--- src/rtl/uart_rx_core.sv ---
// -----------------------------------------------------------------------------
// uart_rx_core
//   Serial receive core for an idle-high, already-synchronized serial line.
//   Detects a 1->0 start edge, times bits with an internal counter, samples at
//   bit centres, shifts data in LSB-first, checks the stop bit and presents a
//   held byte with ready / overrun / framing status to a downstream consumer.
//
// Ports
//   clk           in   system clock, rising edge
//   n_rst         in   asynchronous active-low reset
//   serial_in     in   synchronized serial line, idle high
//   data_read     in   one-cycle strobe: consumer has taken rx_data
//   rx_data       out  last correctly framed payload, LSB = first bit received
//   data_ready    out  rx_data holds an unread byte
//   overrun_error out  a new byte was loaded while the previous was unread
//   framing_error out  last frame had stop bit = 0
// -----------------------------------------------------------------------------
module uart_rx_core #(
   parameter int unsigned DATA_BITS    = 8,
   parameter int unsigned CLKS_PER_BIT = 10
) (
   input  logic                 clk,
   input  logic                 n_rst,
   input  logic                 serial_in,
   input  logic                 data_read,
   output logic [DATA_BITS-1:0] rx_data,
   output logic                 data_ready,
   output logic                 overrun_error,
   output logic                 framing_error
);

   localparam int unsigned CW = $clog2(CLKS_PER_BIT);
   localparam int unsigned BW = $clog2(DATA_BITS) + 1;

   // Decisions are taken one edge after the nominal sample point using the
   // history flop, so the start check fires at count HALF rather than HALF-1.
   localparam logic [CW-1:0] HALF  = CW'(CLKS_PER_BIT / 2);
   localparam logic [CW-1:0] LAST  = CW'(CLKS_PER_BIT - 1);
   localparam logic [BW-1:0] BLAST = BW'(DATA_BITS - 1);

   typedef enum logic [2:0] {
      IDLE,
      START,
      DATA,
      STOP,
      LOAD
   } state_t;

   state_t               state_q, state_d;
   logic [CW-1:0]        cnt_q, cnt_d;
   logic [BW-1:0]        bit_q, bit_d;
   logic [DATA_BITS-1:0] shift_q, shift_d;
   logic [DATA_BITS-1:0] rx_data_q, rx_data_d;
   logic                 ready_q, ready_d;
   logic                 ovr_q, ovr_d;
   logic                 ferr_q, ferr_d;
   logic                 prev_q;

   always_ff @(posedge clk or negedge n_rst) begin
      if (!n_rst) begin
         state_q   <= IDLE;
         cnt_q     <= '0;
         bit_q     <= '0;
         shift_q   <= '1;
         rx_data_q <= '1;
         ready_q   <= 1'b0;
         ovr_q     <= 1'b0;
         ferr_q    <= 1'b0;
         prev_q    <= 1'b1;
      end else begin
         state_q   <= state_d;
         cnt_q     <= cnt_d;
         bit_q     <= bit_d;
         shift_q   <= shift_d;
         rx_data_q <= rx_data_d;
         ready_q   <= ready_d;
         ovr_q     <= ovr_d;
         ferr_q    <= ferr_d;
         prev_q    <= serial_in;
      end
   end

   always_comb begin
      state_d   = state_q;
      cnt_d     = cnt_q;
      bit_d     = bit_q;
      shift_d   = shift_q;
      rx_data_d = rx_data_q;
      ready_d   = ready_q;
      ovr_d     = ovr_q;
      ferr_d    = ferr_q;

      // Consumer acknowledge; a load in the same cycle overrides below.
      if (data_read) begin
         ready_d = 1'b0;
         ovr_d   = 1'b0;
      end

      case (state_q)
         IDLE: begin
            cnt_d = '0;
            if (prev_q && !serial_in) begin
               state_d = START;
               ferr_d  = 1'b0;
            end
         end
         START: begin
            cnt_d = cnt_q + CW'(1);
            if (cnt_q == HALF) begin
               cnt_d = '0;
               bit_d = '0;
               // Line back high at mid start bit: glitch, not a frame.
               state_d = prev_q ? IDLE : DATA;
            end
         end
         DATA: begin
            cnt_d = cnt_q + CW'(1);
            if (cnt_q == LAST) begin
               cnt_d                = '0;
               shift_d              = shift_q >> 1;
               shift_d[DATA_BITS-1] = prev_q;
               if (bit_q == BLAST) begin
                  state_d = STOP;
               end else begin
                  bit_d = bit_q + BW'(1);
               end
            end
         end
         STOP: begin
            cnt_d = cnt_q + CW'(1);
            if (cnt_q == LAST) begin
               cnt_d = '0;
               if (prev_q) begin
                  state_d = LOAD;
               end else begin
                  ferr_d  = 1'b1;
                  state_d = IDLE;
               end
            end
         end
         LOAD: begin
            rx_data_d = shift_q;
            ready_d   = 1'b1;
            ovr_d     = ready_q & ~data_read;
            state_d   = IDLE;
         end
         default: begin
            state_d = IDLE;
         end
      endcase
   end

   assign rx_data       = rx_data_q;
   assign data_ready    = ready_q;
   assign overrun_error = ovr_q;
   assign framing_error = ferr_q;

endmodule

--- config.mk ---
export PLATFORM = sky130hd
export DESIGN_NAME = uart_rx_core
export DESIGN_NICKNAME = d
export VERILOG_FILES = /design/src/rtl/uart_rx_core.sv
export SDC_FILE = /design/constraint.sdc
export NUM_CORES = 1
export LEC_CHECK = 0
export BUFFER_PORTS_ARGS = -buffer_cell sky130_fd_sc_hd__buf_4
export CORE_MARGIN = 10
export CORE_UTILIZATION = 55
export CTS_CLUSTER_SIZE = 12
export DETAILED_ROUTE_END_ITERATION = 8
export PLACE_DENSITY = 0.77
export SYNTH_ARGS = -nofsm -noshare
export SYNTH_HDL_FRONTEND = slang
export SYNTH_SLANG_ARGS = --single-unit
--- constraint.sdc ---
create_clock -name clk -period 2.7 [get_ports clk]
set_clock_uncertainty 0.05 [all_clocks]
set_input_delay 0.27 -clock clk [delete_from_list [all_inputs] [get_ports clk]]
set_output_delay 0.27 -clock clk [all_outputs]
set_load 0.005 [all_outputs]
After elaboration in Yosys (flattened, before gate mapping)
Index checks and enable logic that the tools add are counted.

cells by class
  add/sub/neg operators = 2
  multiply operators = 0
  divide/modulo/power cells = 0
  $lt $le $gt $ge = 0
  eq/ne operators = 14
  shifts and indexed selects = 0
  muxes and demuxes = 22
  bitwise operators = 2
  reduce and logical (&&, ||, !) cells = 12

operators with widths
  operator                                                         count
  4-bit 2-to-1 mux                                                 5
  3-bit 2-to-1 mux                                                 6
  2-bit != test, second input constant                             7
  3-bit one-hot mux with 4 select lines                            1
  4-bit one-hot mux with 3 select lines                            1
  4-bit by 1-bit adder with 4-bit output, second input constant    2
  4-bit by 3-bit == test with 1-bit output, second input constant  2
  4-bit one-hot mux with 2 select lines                            1
  4-bit AND reduction                                              2
  3-bit by 2-bit == test with 1-bit output, second input constant  2
  1-bit 2-to-1 mux                                                 6
  2-bit nonzero test                                               3
  5-bit AND reduction                                              1
  4-bit == test, second input constant                             1
  3-bit by 1-bit == test with 1-bit output, second input constant  1
  3-bit == test, second input constant                             1
  3-bit logical NOT                                                1
  3-bit nonzero test                                               1
  2-bit 2-to-1 mux                                                 1
  1-bit one-hot mux with 2 select lines                            1
  2-bit AND reduction                                              1
  2-bit OR reduction                                               1
  1-bit AND                                                        1
  1-bit logical AND                                                1
  2 further kinds                                                  2

storage, ports and cells
  bits in registers = 31
  bits in latches = 0
  memory bits (writable) = 0
  bits in read-only memories = 0
  input bits = 4
  logic and storage cells = 61
  memories kept = 0

Logic depth before layout (Yosys ltp)
Gate-level depths: netlist (run 1).

  word-level depth = 4
  gate-level depth with buffers = 7
  gate-level depth less buffers = 6

Least setup slack after synthesis (run 1)
No wires, ideal clock.

  path type = register to register
  from = register cnt_q[0]
  to = register shift_q[0]
  library setup time = 0.082 ns
  arrival time = 1.404 ns
  required time = 2.568 ns
  path slack = 1.164 ns
  stages on the path, launching flop included = 6
  buffers on the path = 1
  cells stage by stage = dfrtp_1 > ha_1 > and3b_1 > buf_2 > nand2_4 > mux2_2

on the way
  word-level cells in the longest chain between the ends = 2

RTL lines
  element                               line  source
  from (decl)                           50    logic [CW-1:0] cnt_q, cnt_d;
  from (signal assigned)                72    cnt_q <= cnt_d;
  4-bit == test                         118   if (cnt_q == LAST) begin
  2-bit AND reduction (no source line)  n/a
  to (signal assigned)                  74    shift_q <= shift_d;
  to (decl)                             52    logic [DATA_BITS-1:0] shift_q, shift_d;

No other way between the ends.
A chain may end at the register's enable or synchronous reset.

Worst setup path in the final report (run 1)
  from = register state_q[2]
  to = register rx_data_q[2] (netlist: rx_data[2])

on the way
  word-level cells in the longest chain between the ends = 1

RTL lines
  element                 line  source
  from (decl)             49    state_t state_q, state_d;
  from (signal assigned)  71    state_q <= state_d;
  3-bit == test           99    case (state_q)
  to (signal assigned)    75    rx_data_q <= rx_data_d;
  to (decl)               53    logic [DATA_BITS-1:0] rx_data_q, rx_data_d;

No other way between the ends.

==> results of run 1 <==
==> power breakdown <==
part / total [W] / switching (W) / internal, W
Combinational: 0.000308 / 0.000151 / 0.000157
Clock: 0.000380 / 0.000161 / 0.000219
Sequential: 0.000635 / 0.000105 / 0.000530
==> stage by stage <==
step                hold WS (ns)  std cells  utilization, %  total power, W
floorplan                -0.0756        118               -        0.000888
global placement           0.162        156            62.8        0.000926
detailed placement         0.163        156            62.8        0.000951
CTS                       0.0300        166            67.0         0.00133
global route              0.0403        166            67.0         0.00141
finish                    0.0462        166            67.0         0.00132
==> registers in the layout (all words and copies together), names as in the netlist <==
signal,cells
bit_q,4
cnt_q,4
data_ready,1
framing_error,1
overrun_error,1
prev_q,1
rx_data,8
shift_q,8
state_q,3
==> layout make-up <==
| type | instances | area share, % |
|---|---|---|
| flip-flops and latches | 31 | 47.6 |
| well taps | 30 | 2.24 |
| inverters | 4 | 0.896 |
| clock inverters | 2 | 2.09 |
| multi-input cells | 77 | 36.7 |
| repair buffers | 16 | 7.47 |
| clock buffers | 6 | 3.06 |
==> worst paths after layout <==
| kind | start | end | slack, ns | cells after the start |
|---|---|---|---|---|
| max | state_q[2]$_DFFE_PN0P_ | rx_data[2]$_DFFE_PN1P_ | 0.98 | 2 |
| min | data_read | overrun_error$_DFFE_PN0P_ | 0.05 | 2 |
| max reg2reg | state_q[2]$_DFFE_PN0P_ | rx_data[2]$_DFFE_PN1P_ | 0.98 | 2 |
| min reg2reg | bit_q[0]$_DFFE_PN0P_ | bit_q[0]$_DFFE_PN0P_ | 0.47 | 1 |
| max in group asynchronous | n_rst | prev_q$_DFF_PN1_ | 1.93 | 2 |
| min in group asynchronous | n_rst | framing_error$_DFFE_PN0P_ | 0.35 | 2 |
==> kinds of logic (layout without fill, tap and decap cells) <==
family | Yosys count | in the layout | share of synthesized area [%]
buffers and inverters | 10 | 28 | 3.51
adder cells (fa/ha/maj) | 3 | 3 | 2.57
multiplexers | 20 | 20 | 15.1
flip-flops | 31 | 31 | 54.5
AND/OR/NAND/NOR | 34 | 34 | 15.0
AO/OA/AOI/OAI | 20 | 20 | 9.33
==> layer usage <==
layer	track usage, %	share of wire, %	routed length, um
met4	7.10	2.1	56
met2	19.4	53	1420
met3	3.99	4.4	120
met5	0	0	0
met1	12.1	41	1110
==> cell usage in the layout (no fill, tap or decap), drive strengths merged, types with 2 or more instances in the layout <==
cell type     n
mux2         17
dfstp        17
dfrtp        14
buf          14
nand2         7
clkbuf        6
nor2b         5
inv           4
a21o          4
a21oi         4
nand3         4
nand3b        4
nor2          3
mux2i         3
ha            3
a31oi         2
nor3          2
o21ai         2
dlygate4sd3   2
nor3b         2
==> timing repair <==
item	in CTS	in global routing
hold endpoints to repair	15	0
setup buffers	0	0
hold buffers	2	0
==> flow_summary.ini, run 1 <==
[global_routing]
grt_pass1_vias = 977
grt_max_degree = 32
grt_usage_pct = 11.6
grt_pass1_wl_um = 4660
grt_overflow = 0
antenna_found_initial = 0

[layout]
fillers = 201
ff_latch_area_um2 = 797
antenna_cells = 0
syn_to_final_growth_pct = 14.5
drive_gt1_share_pct = 43.4
nNetsFinal = 142
final_area_um2 = 1680
multi_input_area_um2 = 614

[floorplanning]
coreArea_um2 = 2500
die_h_um = 71.6
start_util_pct = 58.5
fp.dieW_um = 71.6
row_count = 18
pin_count = 15
die_area_um2 = 5120

[clocking]
root_buffer = clkbuf_4
cts_resized = 0
clkSinkCount = 31
cts_buffers = 5
clock_latency_ns = 0.33
cts.path.max_buffers = 2
h-tree-depth = 2
cts_tree = yes
path_clk_slew_ns = 0.10

[synth]
synth_edf_count = 0
synth_ff_type = dfstp_2
synth.top_cells.by_count = 17 x dfstp_2, 17 x mux2_2, 14 x dfrtp_1
ys.warnings.count = 0
synthTopCellsByArea = dfstp_2 31%, dfrtp_1 24%, mux2_2 13%, ha_1 2.6%, nor2b_1 2.1%
synth_top_area_share_pct = 30.5
synth_nets = 125
yosysSeqAreaShare_pct = 54.5
yosysTopAreaCell = dfstp_2
ys_ff_latch = 31
synth_area_um2 = 1460
postSynthCellCount = 118
ys_types = 37
async_reset_ff_share_pct = 100
avgSynthCellArea_um2 = 12.4

[timing]
tns_ns = 0
fmax_ghz = 0.580
grt_setup_unrepaired = no
fin_crit_sh_pct = 63.8
relSlewSlack_pct = 65.9
hold_viol = 0
period_minus_slack_ns = 1.72
tightestPinTransition_ns = 0.512
setup_violations = 0
drv_slew = 0
setup_ws_ns = 0.976

[placement]
hpwl_um = 1900
place.port_buffers = 14
pre_cts_ws_ns = 0.977
place_area_um2 = 1570
finalWeightedCongestion = 0.737

[outcome]
status = completed

[detailed_routing]
firstDrtPassIters = 4
drt_iter0_drc = 16
vias = 925
drc = 0
avgViaCountPerCell = 5.57
wl_per_cell_um = 16.3
ant_nets = 0
drt_wl_total_um = 2710

[pwr]
p_leak_nw = 0.762
ir_drop_mv = 0.543
power_density_nw_per_um2 = 790

[setup_path]
cp.required_ns = 2.92
cpMaxStageDelayCell = dfrtp_1
cpLargestDelayFamily = flip-flops
crit_chain = and2_1, mux2_2
worstPathArrival_ns = 1.94
cp_slowest_stage_delay_ns = 0.68
critPathLaunchType = flop
critical_path_class = reg2reg
crit_buf_inv = 0
cp_max_fo = 15
endpoint_kind = flop

[hold_path]
worstHoldPathType = in2reg

[run]
maxCapViolations = 0
No activity file was read; power rests on OpenSTA's default activity.
==> run 2, diff against run 1 <==
==> constraint.sdc (replaced) <==
create_clock -name clk -period 1.6 [get_ports clk]
set_clock_uncertainty 0.05 [all_clocks]
set_input_delay 0.16 -clock clk [delete_from_list [all_inputs] [get_ports clk]]
set_output_delay 0.16 -clock clk [all_outputs]
set_load 0.005 [all_outputs]
==> flow_summary.ini, run 2 (synthesis gave the netlist of run 1 again) <==
[setup_path]
cp_slowest_stage_delay_ns = 0.40
critPathLaunchType = flop
cp.required_ns = 1.79
cp_max_fo = 4
crit_chain = ha_2, nand3b_1, a32oi_1, nor3b_2, mux2i_1
r2r-end = bit_q[1]$_DFFE_PN0P_
worstPathArrival_ns = 1.71
endpoint_kind = flop
cpMaxStageDelayCell = dfrtp_1
ff2ff_setup_slack_ns = 0.08
reg2regPathDepth = 5
reg2reg_from = bit_q[0]$_DFFE_PN0P_
critical_path_class = reg2reg

[outcome]
status = completed

[pwr]
p_clk_share_pct = 22.4
design_power_total_w = 0.00227
p_leak_nw = 0.801
p_int_w = 0.00155
netSwitchingPower_w = 0.000722
p_comb_share_pct = 31.7
p_seq_share_pct = 45.8
p_sw_share_pct = 31.8
power_density_nw_per_um2 = 1280
ir_drop_mv = 1.06

[floorplanning]
start_util_pct = 58.5
coreArea_um2 = 2500
die_h_um = 71.6
pin_count = 15
row_count = 18
die_area_um2 = 5120
fp.dieW_um = 71.6

[clocking]
cts.path.max_buffers = 2
path_clk_slew_ns = 0.10
h-tree-depth = 2
cts_buffers = 5
clkSinkCount = 31
cts_tree = yes
root_buffer = clkbuf_4
clock_latency_ns = 0.33

[detailed_routing]
drt_iter0_drc = 54
firstDrtPassIters = 4
avgViaCountPerCell = 5.57
vias = 980
drt_wl_total_um = 2700
drc = 0
wl_per_cell_um = 15.3
ant_nets = 0

[placement]
place.port_buffers = 14
dp.cells = 164
hpwl_um = 1910
finalWeightedCongestion = 0.715

[layout]
nNetsFinal = 152
final_cell_mix = 22 x buf_4, 17 x mux2_2, 17 x dfstp_2
drive_gt1_share_pct = 50.0
final_util_pct = 70.9
final_common_cell = buf_4
fin_cells = 176
antenna_cells = 0
fillers = 173
syn_to_final_growth_pct = 21.2

[global_routing]
grt_usage_pct = 11.5
grt_util_met2_pct = 19.2
busiest_layer = met2
gr-usage-met1_pct = 12.3
grt_overflow = 0
use_met3_pct = 4.41
grt_pass1_wl_um = 4710
grt_max_degree = 32
grt_pass1_vias = 1025
antenna_found_initial = 0

[timing]
setup_violations = 0
tightestPinTransition_ns = 0.375
period_minus_slack_ns = 1.52
relSlewSlack_pct = 75.0
tns_ns = 0
drv_slew = 0
grt_setup_unrepaired = no
fmax_ghz = 0.658
hold_viol = 0
fin_crit_sh_pct = 95.0

[run]
maxCapViolations = 0

[hold_path]
worstHoldPathType = in2async
## run 2: cell count changes in the layout (fill, tap and decap cells not counted), sizes merged
cell / previous run / this run
clkinv: 1 / 0
dlygate4sd3: 2 / 3
clkbuf: 6 / 8
buf: 14 / 23
bufinv: 1 / 0
## run 2: worst max-delay path, delay by kind of cell (launching register included)
family	cells	cell delay, ns
multiplexers	1	0.23
AND/OR/NAND/NOR	2	0.44
flip-flops	1	0.40
adder cells (fa/ha/maj)	1	0.20
AO/OA/AOI/OAI	1	0.12
## run 2: worst max-delay path by stage
stage	startpoint	end	slack [ns]	cells after the start
floorplan	cnt_q[0]$_DFFE_PN0P_	shift_q[0]$_DFFE_PN1P_	0.06	5
global placement	cnt_q[1]$_DFFE_PN0P_	cnt_q[2]$_DFFE_PN0P_	0.09	7
detailed placement	bit_q[0]$_DFFE_PN0P_	bit_q[1]$_DFFE_PN0P_	0.04	5
CTS	cnt_q[1]$_DFFE_PN0P_	cnt_q[2]$_DFFE_PN0P_	0.002	7
global route	state_q[1]$_DFFE_PN0P_	bit_q[1]$_DFFE_PN0P_	0.004	4
finish	bit_q[0]$_DFFE_PN0P_	bit_q[1]$_DFFE_PN0P_	0.08	5
## run 2: through the flow
step                worst slack (ns)  hold WS, ns  area (um^2)
finish                        0.0804        0.246         1770
global route                 0.00420        0.270         1770
CTS                          0.00202        0.244         1740
detailed placement            0.0354       0.0591         1640
global placement              0.0866       0.0532         1640
floorplan                     0.0636       -0.186         1460
## run 2: cell type report
class | instances | area (um^2) | share of cell area [%]
sequential | 31 | 800 | 45.1
multi-input combinational | 77 | 637 | 35.9
timing repair buffer | 26 | 215 | 12.1
clock buffer | 8 | 68.8 | 3.88
tap | 30 | 37.5 | 2.12
inverter | 4 | 15.0 | 0.847
## run 2: repair_timing
item	in CTS	in global routing
hold buffers	3	0
cloned	0	0
gates resized for setup	1	6
hold endpoints to repair	27	0
endpoints found under the setup margin	7	13
pin swaps	0	1
setup buffers	0	1
## run 2: per-layer routing
layer,vias up,part of all wire [%]
met3,6,4.6
met4,0,1.8
met5,-,0
li1,477,-
met1,483,42
met2,14,52
## run 2: power groups by stage
stage	Sequential (W)	Combinational, W	Clock [W]
2_1_floorplan	0.000976	0.000522	0
3_3_place_gp	0.00103	0.000619	0
3_5_place_dp	0.00104	0.000648	0
4_1_cts	0.00103	0.000669	0.000526
5_1_grt	0.00106	0.000817	0.000557
6_report	0.00104	0.000721	0.000509
